--- config.mk ---
export PLATFORM = sky130hd
export DESIGN_NAME = fetch_unit
export DESIGN_NICKNAME = d
export VERILOG_FILES = /design/src/rtl/fetch_pkg.sv /design/src/rtl/fetch_fifo.sv /design/src/rtl/fetch_unit.sv
export SDC_FILE = /design/constraint.sdc
export NUM_CORES = 1
export LEC_CHECK = 0
export ABC_AREA = 1
export CAP_MARGIN = 10
export CORE_ASPECT_RATIO = 0.5
export CORE_MARGIN = 10
export CORE_UTILIZATION = 40
export DETAILED_ROUTE_END_ITERATION = 10
export GPL_TIMING_DRIVEN = 0
export SKIP_CTS_REPAIR_TIMING = 1
export SYNTH_ARGS = -nofsm -noshare
export SYNTH_HDL_FRONTEND = slang
export SYNTH_SLANG_ARGS = --single-unit
--- constraint.sdc ---
create_clock -name clk -period 12.05 [get_ports clk]
set_clock_uncertainty 0.2 [all_clocks]
set_input_delay 3.0125 -clock clk [delete_from_list [all_inputs] [get_ports clk]]
set_output_delay 3.0125 -clock clk [all_outputs]
set_load 0.02 [all_outputs]
--- src/rtl/fetch_pkg.sv ---
// Shared definitions for the instruction-fetch front end: fetch granularity,
// default reset PC, NOP encoding and the {instr, pc} entry layout.
package fetch_pkg;

  localparam int          INSTR_BYTES      = 4;
  localparam logic [31:0] DEFAULT_RESET_PC = 32'h0000_0000;
  localparam logic [31:0] NOP_INSTR        = 32'h0000_0013;

  typedef struct packed {
    logic [31:0] instr;
    logic [31:0] pc;
  } fetch_entry_t;

endpackage

--- src/rtl/fetch_fifo.sv ---
// Generic synchronous FIFO with push/pop/flush and an occupancy count.
// DEPTH must be a power of two so the pointers wrap naturally.
module fetch_fifo #(
  parameter  int WIDTH = 32,
  parameter  int DEPTH = 4,
  localparam int PTR_W = $clog2(DEPTH),
  localparam int CNT_W = $clog2(DEPTH + 1)
) (
  input  logic             clk,
  input  logic             rst,
  input  logic             flush,
  input  logic             push,
  input  logic [WIDTH-1:0] push_data,
  input  logic             pop,
  output logic [WIDTH-1:0] pop_data,
  output logic [CNT_W-1:0] count
);

  logic [WIDTH-1:0] mem [DEPTH];
  logic [PTR_W-1:0] wr_ptr;
  logic [PTR_W-1:0] rd_ptr;
  logic             full;
  logic             empty;
  logic             do_push;
  logic             do_pop;

  assign full     = (count == CNT_W'(DEPTH));
  assign empty    = (count == '0);
  assign do_push  = push && (!full || pop);
  assign do_pop   = pop && !empty;
  assign pop_data = mem[rd_ptr];

  // NOTE: storage has no reset; validity is defined purely by the pointers and count.
  always_ff @(posedge clk) begin
    if (do_push && !flush) begin
      mem[wr_ptr] <= push_data;
    end
  end

  // NOTE: state registers use non-blocking assignments so every flop samples pre-edge values.
  always_ff @(posedge clk or posedge rst) begin
    if (rst) begin
      wr_ptr <= '0;
      rd_ptr <= '0;
      count  <= '0;
    end else if (flush) begin
      wr_ptr <= '0;
      rd_ptr <= '0;
      count  <= '0;
    end else begin
      if (do_push) wr_ptr <= wr_ptr + PTR_W'(1);
      if (do_pop)  rd_ptr <= rd_ptr + PTR_W'(1);
      count <= count + CNT_W'(do_push) - CNT_W'(do_pop);
    end
  end

endmodule

--- src/rtl/fetch_unit.sv ---
// Instruction-fetch front end: in-order requests to a variable-latency imem,
// prefetch FIFO towards decode, redirect flush. Option macro: FETCH_BYPASS_EN.
module fetch_unit
  import fetch_pkg::*;
#(
  parameter int                    DATA_WIDTH = 32,
  parameter int                    ADDR_WIDTH = 32,
  parameter int                    FIFO_DEPTH = 4,
  parameter logic [ADDR_WIDTH-1:0] RESET_PC   = ADDR_WIDTH'(DEFAULT_RESET_PC)
) (
  input  logic                  clk,
  input  logic                  rst,
  output logic                  imem_req_valid,
  input  logic                  imem_req_ready,
  output logic [ADDR_WIDTH-1:0] imem_addr,
  input  logic                  imem_rsp_valid,
  input  logic [DATA_WIDTH-1:0] imem_rsp_data,
  input  logic                  redirect_valid,
  input  logic [ADDR_WIDTH-1:0] redirect_pc,
  output logic                  if_valid,
  input  logic                  if_ready,
  output logic [DATA_WIDTH-1:0] if_instr,
  output logic [ADDR_WIDTH-1:0] if_pc
);

  localparam int CNT_W = $clog2(FIFO_DEPTH + 1);
  localparam int ENT_W = DATA_WIDTH + ADDR_WIDTH;

  logic [ADDR_WIDTH-1:0] fetch_pc;
  logic [CNT_W-1:0]      inflight;
  logic [CNT_W-1:0]      drop_cnt;
  logic [CNT_W-1:0]      fifo_count;
  logic [CNT_W-1:0]      pcq_count;
  logic [CNT_W:0]        occupancy;
  logic [ENT_W-1:0]      entry_head;
  logic [ADDR_WIDTH-1:0] pcq_head;
  logic [DATA_WIDTH-1:0] head_instr;
  logic [ADDR_WIDTH-1:0] head_pc;
  logic                  fifo_empty;
  logic                  req_fire;
  logic                  rsp_keep;
  logic                  bypass_take;
  logic                  entry_push;
  logic                  entry_pop;

  assign head_instr = entry_head[ENT_W-1:ADDR_WIDTH];
  assign head_pc    = entry_head[ADDR_WIDTH-1:0];
  assign fifo_empty = (fifo_count == '0);
  assign imem_addr  = fetch_pc;

  // Credit: buffered + live in-flight fetches must never exceed the FIFO capacity.
  assign occupancy      = {1'b0, fifo_count} + {1'b0, inflight} - {1'b0, drop_cnt};
  assign imem_req_valid = !rst && !redirect_valid && (occupancy < (CNT_W+1)'(FIFO_DEPTH));
  assign req_fire       = imem_req_valid && imem_req_ready;

  // A response is kept only when it belongs to the current stream.
  assign rsp_keep   = imem_rsp_valid && (drop_cnt == '0) && !redirect_valid && (pcq_count != '0);
  assign entry_push = rsp_keep && !bypass_take;
  assign entry_pop  = if_valid && if_ready && !fifo_empty;

  // NOTE: every output of this block gets a default first, so no latch is inferred.
  always_comb begin
    if_valid    = 1'b0;
    if_instr    = '0;
    if_pc       = '0;
    bypass_take = 1'b0;
`ifdef FETCH_BYPASS_EN
    if (fifo_empty && rsp_keep) begin
      if_valid    = 1'b1;
      if_instr    = imem_rsp_data;
      if_pc       = pcq_head;
      bypass_take = if_ready;
    end else if (!redirect_valid && !fifo_empty) begin
      if_valid = 1'b1;
      if_instr = head_instr;
      if_pc    = head_pc;
    end
`else
    if (!redirect_valid && !fifo_empty) begin
      if_valid = 1'b1;
      if_instr = head_instr;
      if_pc    = head_pc;
    end
`endif
  end

  always_ff @(posedge clk or posedge rst) begin
    if (rst) begin
      fetch_pc <= RESET_PC;
      inflight <= '0;
      drop_cnt <= '0;
    end else begin
      inflight <= inflight + CNT_W'(req_fire) - CNT_W'(imem_rsp_valid);
      if (redirect_valid) begin
        fetch_pc <= redirect_pc;
        // A response landing in the redirect cycle is already stale and not counted.
        drop_cnt <= inflight - CNT_W'(imem_rsp_valid);
      end else begin
        if (req_fire) begin
          fetch_pc <= fetch_pc + ADDR_WIDTH'(INSTR_BYTES);
        end
        if (imem_rsp_valid && (drop_cnt != '0)) begin
          drop_cnt <= drop_cnt - CNT_W'(1);
        end
      end
    end
  end

  fetch_fifo #(
    .WIDTH (ENT_W),
    .DEPTH (FIFO_DEPTH)
  ) u_entry_fifo (
    .clk       (clk),
    .rst       (rst),
    .flush     (redirect_valid),
    .push      (entry_push),
    .push_data ({imem_rsp_data, pcq_head}),
    .pop       (entry_pop),
    .pop_data  (entry_head),
    .count     (fifo_count)
  );

  // PCs of live requests, in issue order; the head tags the next kept response.
  fetch_fifo #(
    .WIDTH (ADDR_WIDTH),
    .DEPTH (FIFO_DEPTH)
  ) u_pc_queue (
    .clk       (clk),
    .rst       (rst),
    .flush     (redirect_valid),
    .push      (req_fire),
    .push_data (fetch_pc),
    .pop       (rsp_keep),
    .pop_data  (pcq_head),
    .count     (pcq_count)
  );

endmodule
# --- Word level (Yosys, flattened, before mapping) ---
# Memory sizes are Yosys's and may differ from the RTL's.
# Index checks and enable logic that the tools add are counted.
# Widths: inputs -> output; s select.
word_totals:
  mem_bits_rw: 384
  inputBits: 70
  word_cells: 85
  n_memories: 2
  ff_bits: 52
op_classes:
  eq_ne: 2
  magnitude_cmp: 1
  add_sub_neg: 15
  muxes: 21
  n_reduce_logical: 35
mem_list:
  columns: ["memory", "words", "word_bits", "read_ports", "rd_clocked_by_memory_dff", "write_ports", "line", "text"]
  rows:
  - ["u_entry_fifo.mem", 4, 64, 1, 0, 1, "fetch_fifo.sv:19", "logic [WIDTH-1:0] mem [DEPTH];"]
  - ["u_pc_queue.mem", 4, 32, 1, 0, 1, "fetch_fifo.sv:19", null]
op_table:
  columns: ["operator", "n"]
  rows:
  - ["$mux 32", 4]
  - ["$add 32x3->32 const B", 1]
  - ["$logic_and 1x1->1", 16]
  - ["$mux 2", 8]
  - ["$mux 3", 4]
  - ["$reduce_bool 2->1", 6]
  - ["$sub 3x1->3", 4]
  - ["$add 3x1->3", 3]
  - ["$logic_not 3->1", 3]
  - ["$add 2x1->2 const B", 4]
  - ["$eq 3x3->1 const B", 2]
  - ["$logic_not 1->1", 6]
  - ["$reduce_bool 3->1", 2]
  - ["$mux 1", 5]
  - ["$add 3x3->4", 1]
  - ["$lt 4x3->1 const B", 1]
  - ["$sub 4x3->4", 1]
  - ["$sub 3x1->3 const B", 1]
  - ["$logic_or 1x1->1", 2]

# --- Depth between registers and ports, before layout ---
depth:
  depth_word: 11
  mapped_depth: 18
  mapped_depth_nobuf: 17

# --- Modules after synthesis ---
# Synthesis repeated with hierarchy kept, for this count alone.
hier_totals:
  cells_unflattened: 1683
  area_unflattened_um2: 18820.6
by_module_without_submodules:
  columns: ["mod", "cells_each", "area_each_um2", "n_inst"]
  rows:
  - ["fetch_fifo (u_entry_fifo)", 681, 9947.0, 1]
  - ["fetch_fifo (u_pc_queue)", 373, 5243.8, 1]
  - ["fetch_unit", 629, 3629.7, 1]

# --- Worst setup path before layout ---
# OpenSTA, ideal clock, no wires.
synth_timing:
  path_type: "input -> output"
  start: "input redirect_valid"
  end: "output if_instr[10]"
  n_path_buf: 2
  path_slack_ns: 4.689
  stages: 5
  t_arrival_ns: 4.149
  t_required_ns: 8.837
  path_cell_list: "buf_2 > a21oi_2 > inv_2 > clkbuf_1 > a21oi_1"
synth_via:
  elab_chain_len: 3
synth_lines:
  columns: ["item", "line", "text"]
  rows:
  - ["start: declaration", "fetch_unit.sv:18", "input logic redirect_valid,"]
  - ["$logic_not 1->1", "fetch_unit.sv:79", "if (!redirect_valid && !fifo_empty) begin"]
  - ["$logic_and 1x1->1", "fetch_unit.sv:79", null]
  - ["$mux 32", "fetch_unit.sv:79", null]
  - ["end: declaration", "fetch_unit.sv:22", "output logic [DATA_WIDTH-1:0] if_instr,"]
# Every way passes these cells.

# --- Worst setup path in the final report ---
layout_timing:
  start: "input redirect_valid"
  end: "output if_pc[18]"
layout_via:
  elab_chain_len: 3
layout_lines:
  columns: ["item", "line", "text"]
  rows:
  - ["$logic_not 1->1", "fetch_unit.sv:79", null]
  - ["$logic_and 1x1->1", "fetch_unit.sv:79", null]
  - ["$mux 32", "fetch_unit.sv:79", null]
  - ["end: declaration", "fetch_unit.sv:23", "output logic [ADDR_WIDTH-1:0] if_pc"]
# Every way passes these cells.

==> summary.txt <==
Worst setup path
  • Worst-path maximum fanout: 10
  • Crit path capture: if_pc[18]
  • Critical path required time: roughly 8800 ps
  • Worst Setup Path Type: input port to output port
  • R2R cell count: 9
  • Crit path from: redirect_valid
  • Worst Path Arrival: ~5500 ps
  • FF-to-FF Start: drop_cnt[2]$_DFFE_PP0P_
  • Reg2reg end: u_pc_queue.mem[1][15]$_DFFE_PP_
  • Critical Path Sink Type: output port
  • Worst R2R Setup Slack: roughly 8300 ps
  • CP startpoint kind: input port

Timing
  • Fin. max-slew vios: 0
  • Worst Hold Slack: around 330 ps
  • Worst-Margin Slew: between 800 and 900 ps
  • Final setup violation count: 0
  • Setup TNS: 0 ps
  • Fmax: about 0.11 GHz
  • Worst slew margin: roughly two fifths
  • Clock period minus worst slack: 8750 ps
  • Period utilisation layout: around 73%
  • RSZ-0062 raised after global routing: false
  • Final Hold Viols: 0

CTS
  • Clock root buffer: clkbuf_16
  • Sink Count: roughly 440
  • CTS tree: built
  • Clock Path Buffers: 3
  • CTS Buf Count: 40
  • Clk Latency, worst-skew pair: 550 ps
  • Reg clk slew, reported paths: approximately 60 ps
  • Htree depth: 2

Synth
  • Post-synth top cells: edfxtp_1, nor2_1, o21ai_0, nand2_1, nand3_1
  • Ys async rst share: a little under an eighth
  • Synth Area in Simple Gates: between 10 and 15%
  • Dominant synthesized flop cell: edfxtp_1
  • Count of cell types in the netlist: 30
  • Yosys top cell by area: edfxtp_1
  • Mapped Nets: between 1500 and 2000
  • Synth top area share: about 63%
  • Count leader, synth: edfxtp_1
  • Synth Warn #: 0
  • Synth top area cells: edfxtp_1, nor2_1, dfrtp_1
  • Post-synthesis mux area share: 0%
  • Largest family of logic cells by synthesized area: simple AND/OR/NAND/NOR gates
  • Seq/Total Area, Yosys: about 70%
  • Post-Synth XOR/XNOR Area: less than 1%
  • Synth Instances: 1617
  • Flops & latches, synth: around 440
  • Mapped Area: 18300 µm²
  • Number of synthesized flops with an enable pin: roughly 380
  • Complex-gate fraction of the synthesized area: 8.94%
  • Synth Area in Adders: 2.05%
  • Mapped Avg Cell Area: approximately 11 µm²

Detailed routing
  • First-pass DRT Iterations: 5
  • Iter 0 DRT Violations: about 1000
  • WL final: 48800 µm
  • Remaining DRCs: 0
  • Routed WL per cell: about 20 µm
  • Vias: between 10000 and 15000
  • Post-DRT Antenna Nets: 0
  • Vias per cell: 5.09

Finish
  • Area used by multi-input combinational logic: around 5000 µm²
  • Fillers: between 3000 and 4000
  • Layout cells sized above 1: ~6.6%
  • Util after Layout: between 40% and 50%
  • Final #Nets: between 1500 and 2000
  • N_diodes: 0
  • Area growth syn-to-layout: 21.7%
  • Register area: roughly 13000 µm²

Global routing
  • Initial antenna violation count: 0
  • GR Util met1: a little under a quarter
  • Vias in the first global route: 12096
  • Met2 usage: between 20% and 30%
  • GRT Overall Usage: between 10% and 20%
  • First-pass GRT wire length: approximately 74000 µm
  • Largest net degree at the start of global routing: 31
  • Most Crowded Layer GR: met2
  • GRT overflow: 0
  • GR Util met3: approximately 2.5%

Die
  • FP Rows: 55
  • Die area: ~55000 µm²
  • DIE WIDTH: between 300 and 400 µm
  • IO Count: ~170
  • Core Area: between 40000 and 50000 µm²
  • Die height: 171 µm
  • Starting Density: a little over 40%

Flow run
  • Max-Cap Viols: 0

Placement
  • Routability cong.: around 0.83
  • HPWL after DPL: 32700 µm
  • Port Buffer Count: about 170

Power and ir drop
  • Peak supply drop: 0.0870 mV
  • Power Dens Cells: around 180 nW/µm²
  • P_leak: around 7.9 nW

Min path
  • Hold Crit Class: flip-flop to flip-flop
  • WHS Path Cells: 1

Status
  • Status: complete, no violations
-- sequential cells by signal, indices dropped and copies added, names as in the netlist --
name                 flops
drop_cnt                 3
imem_addr               32
inflight                 3
u_entry_fifo.count       3
u_entry_fifo.mem       256
u_entry_fifo.rd_ptr      2
u_entry_fifo.wr_ptr      2
u_pc_queue.count         3
u_pc_queue.mem         128
u_pc_queue.rd_ptr        2
u_pc_queue.wr_ptr        2
-- critical path: stages --
cell and delay (ps):
clkdlybuf4s50_1 440, buf_2 220, a21oi_2 250, inv_2 220, clkbuf_1 330, a21oi_1 360, clkdlybuf4s50_1 680
-- logic make-up (layout without fill, tap and decap cells) --
| group | count (synthesis) | after routing |
|---|---|---|
| AO/OA/AOI/OAI | 317 | 317 |
| XOR/XNOR | 16 | 16 |
| adder cells (fa/ha/maj) | 27 | 27 |
| buffers and inverters | 156 | 404 |
| flip-flops | 436 | 436 |
| AND/OR/NAND/NOR | 665 | 665 |
-- area by class of cell --
class	instances	share of cell area, %
tap	598	3.35
clock inverter	20	0.679
sequential	436	57.5
inverter	71	1.19
multi-input combinational	1025	22.0
clock buffer	47	4.61
buffer	85	1.69
timing repair buffer	181	8.92
-- how the worst min path moves through the flow --
stage                     slack [ps]                  start                    end
final                            330  inflight[0]$_DFF_PP0_  inflight[0]$_DFF_PP0_
after global routing             380  inflight[0]$_DFF_PP0_  inflight[0]$_DFF_PP0_
after CTS                        340  inflight[0]$_DFF_PP0_  inflight[0]$_DFF_PP0_
after detailed placement         320  inflight[0]$_DFF_PP0_  inflight[0]$_DFF_PP0_
after global placement           320  inflight[0]$_DFF_PP0_  inflight[0]$_DFF_PP0_
after floorplan                  300  inflight[0]$_DFF_PP0_  inflight[0]$_DFF_PP0_
-- power by group --
group	internal, W	switching (W)	leakage, nW
sequential	0.00176	0.000118	4.12
combinational	0.000373	0.000648	3.24
clock	0.000634	0.000552	0.575
-- per-layer routing --
layer | vias up | part of all wire [%]
li1 | 6094 | -
met1 | 6027 | 45
met2 | 349 | 48
met3 | 77 | 5.2
met4 | 0 | 2.6
met5 | - | 0
-- layout by cell type, fill, tap and decap left out, drive strengths merged, types with 32 or more instances in the layout --
master	Yosys	routed
inv	69	70
o21ai	212	212
a21oi	70	70
nor2	382	382
dfrtp	52	52
nand3	92	92
clkbuf	47	94
clkdlybuf4s50	0	167
nand2	173	173
buf	38	52
edfxtp	384	384
o22ai	32	32
-- through the flow --
step,worst slack [ps],power (W),instance area [µm²],instances
global route,3140,0.00429,22300,2463
CTS,3270,0.00412,22300,2463
detailed placement,3270,0.00294,21100,2396
global placement,1760,0.00292,20700,2382
floorplan,4690,0.00247,18300,1617
finish,3300,0.00409,22300,2463
Note: power is estimated with default switching activity, not from simulation.
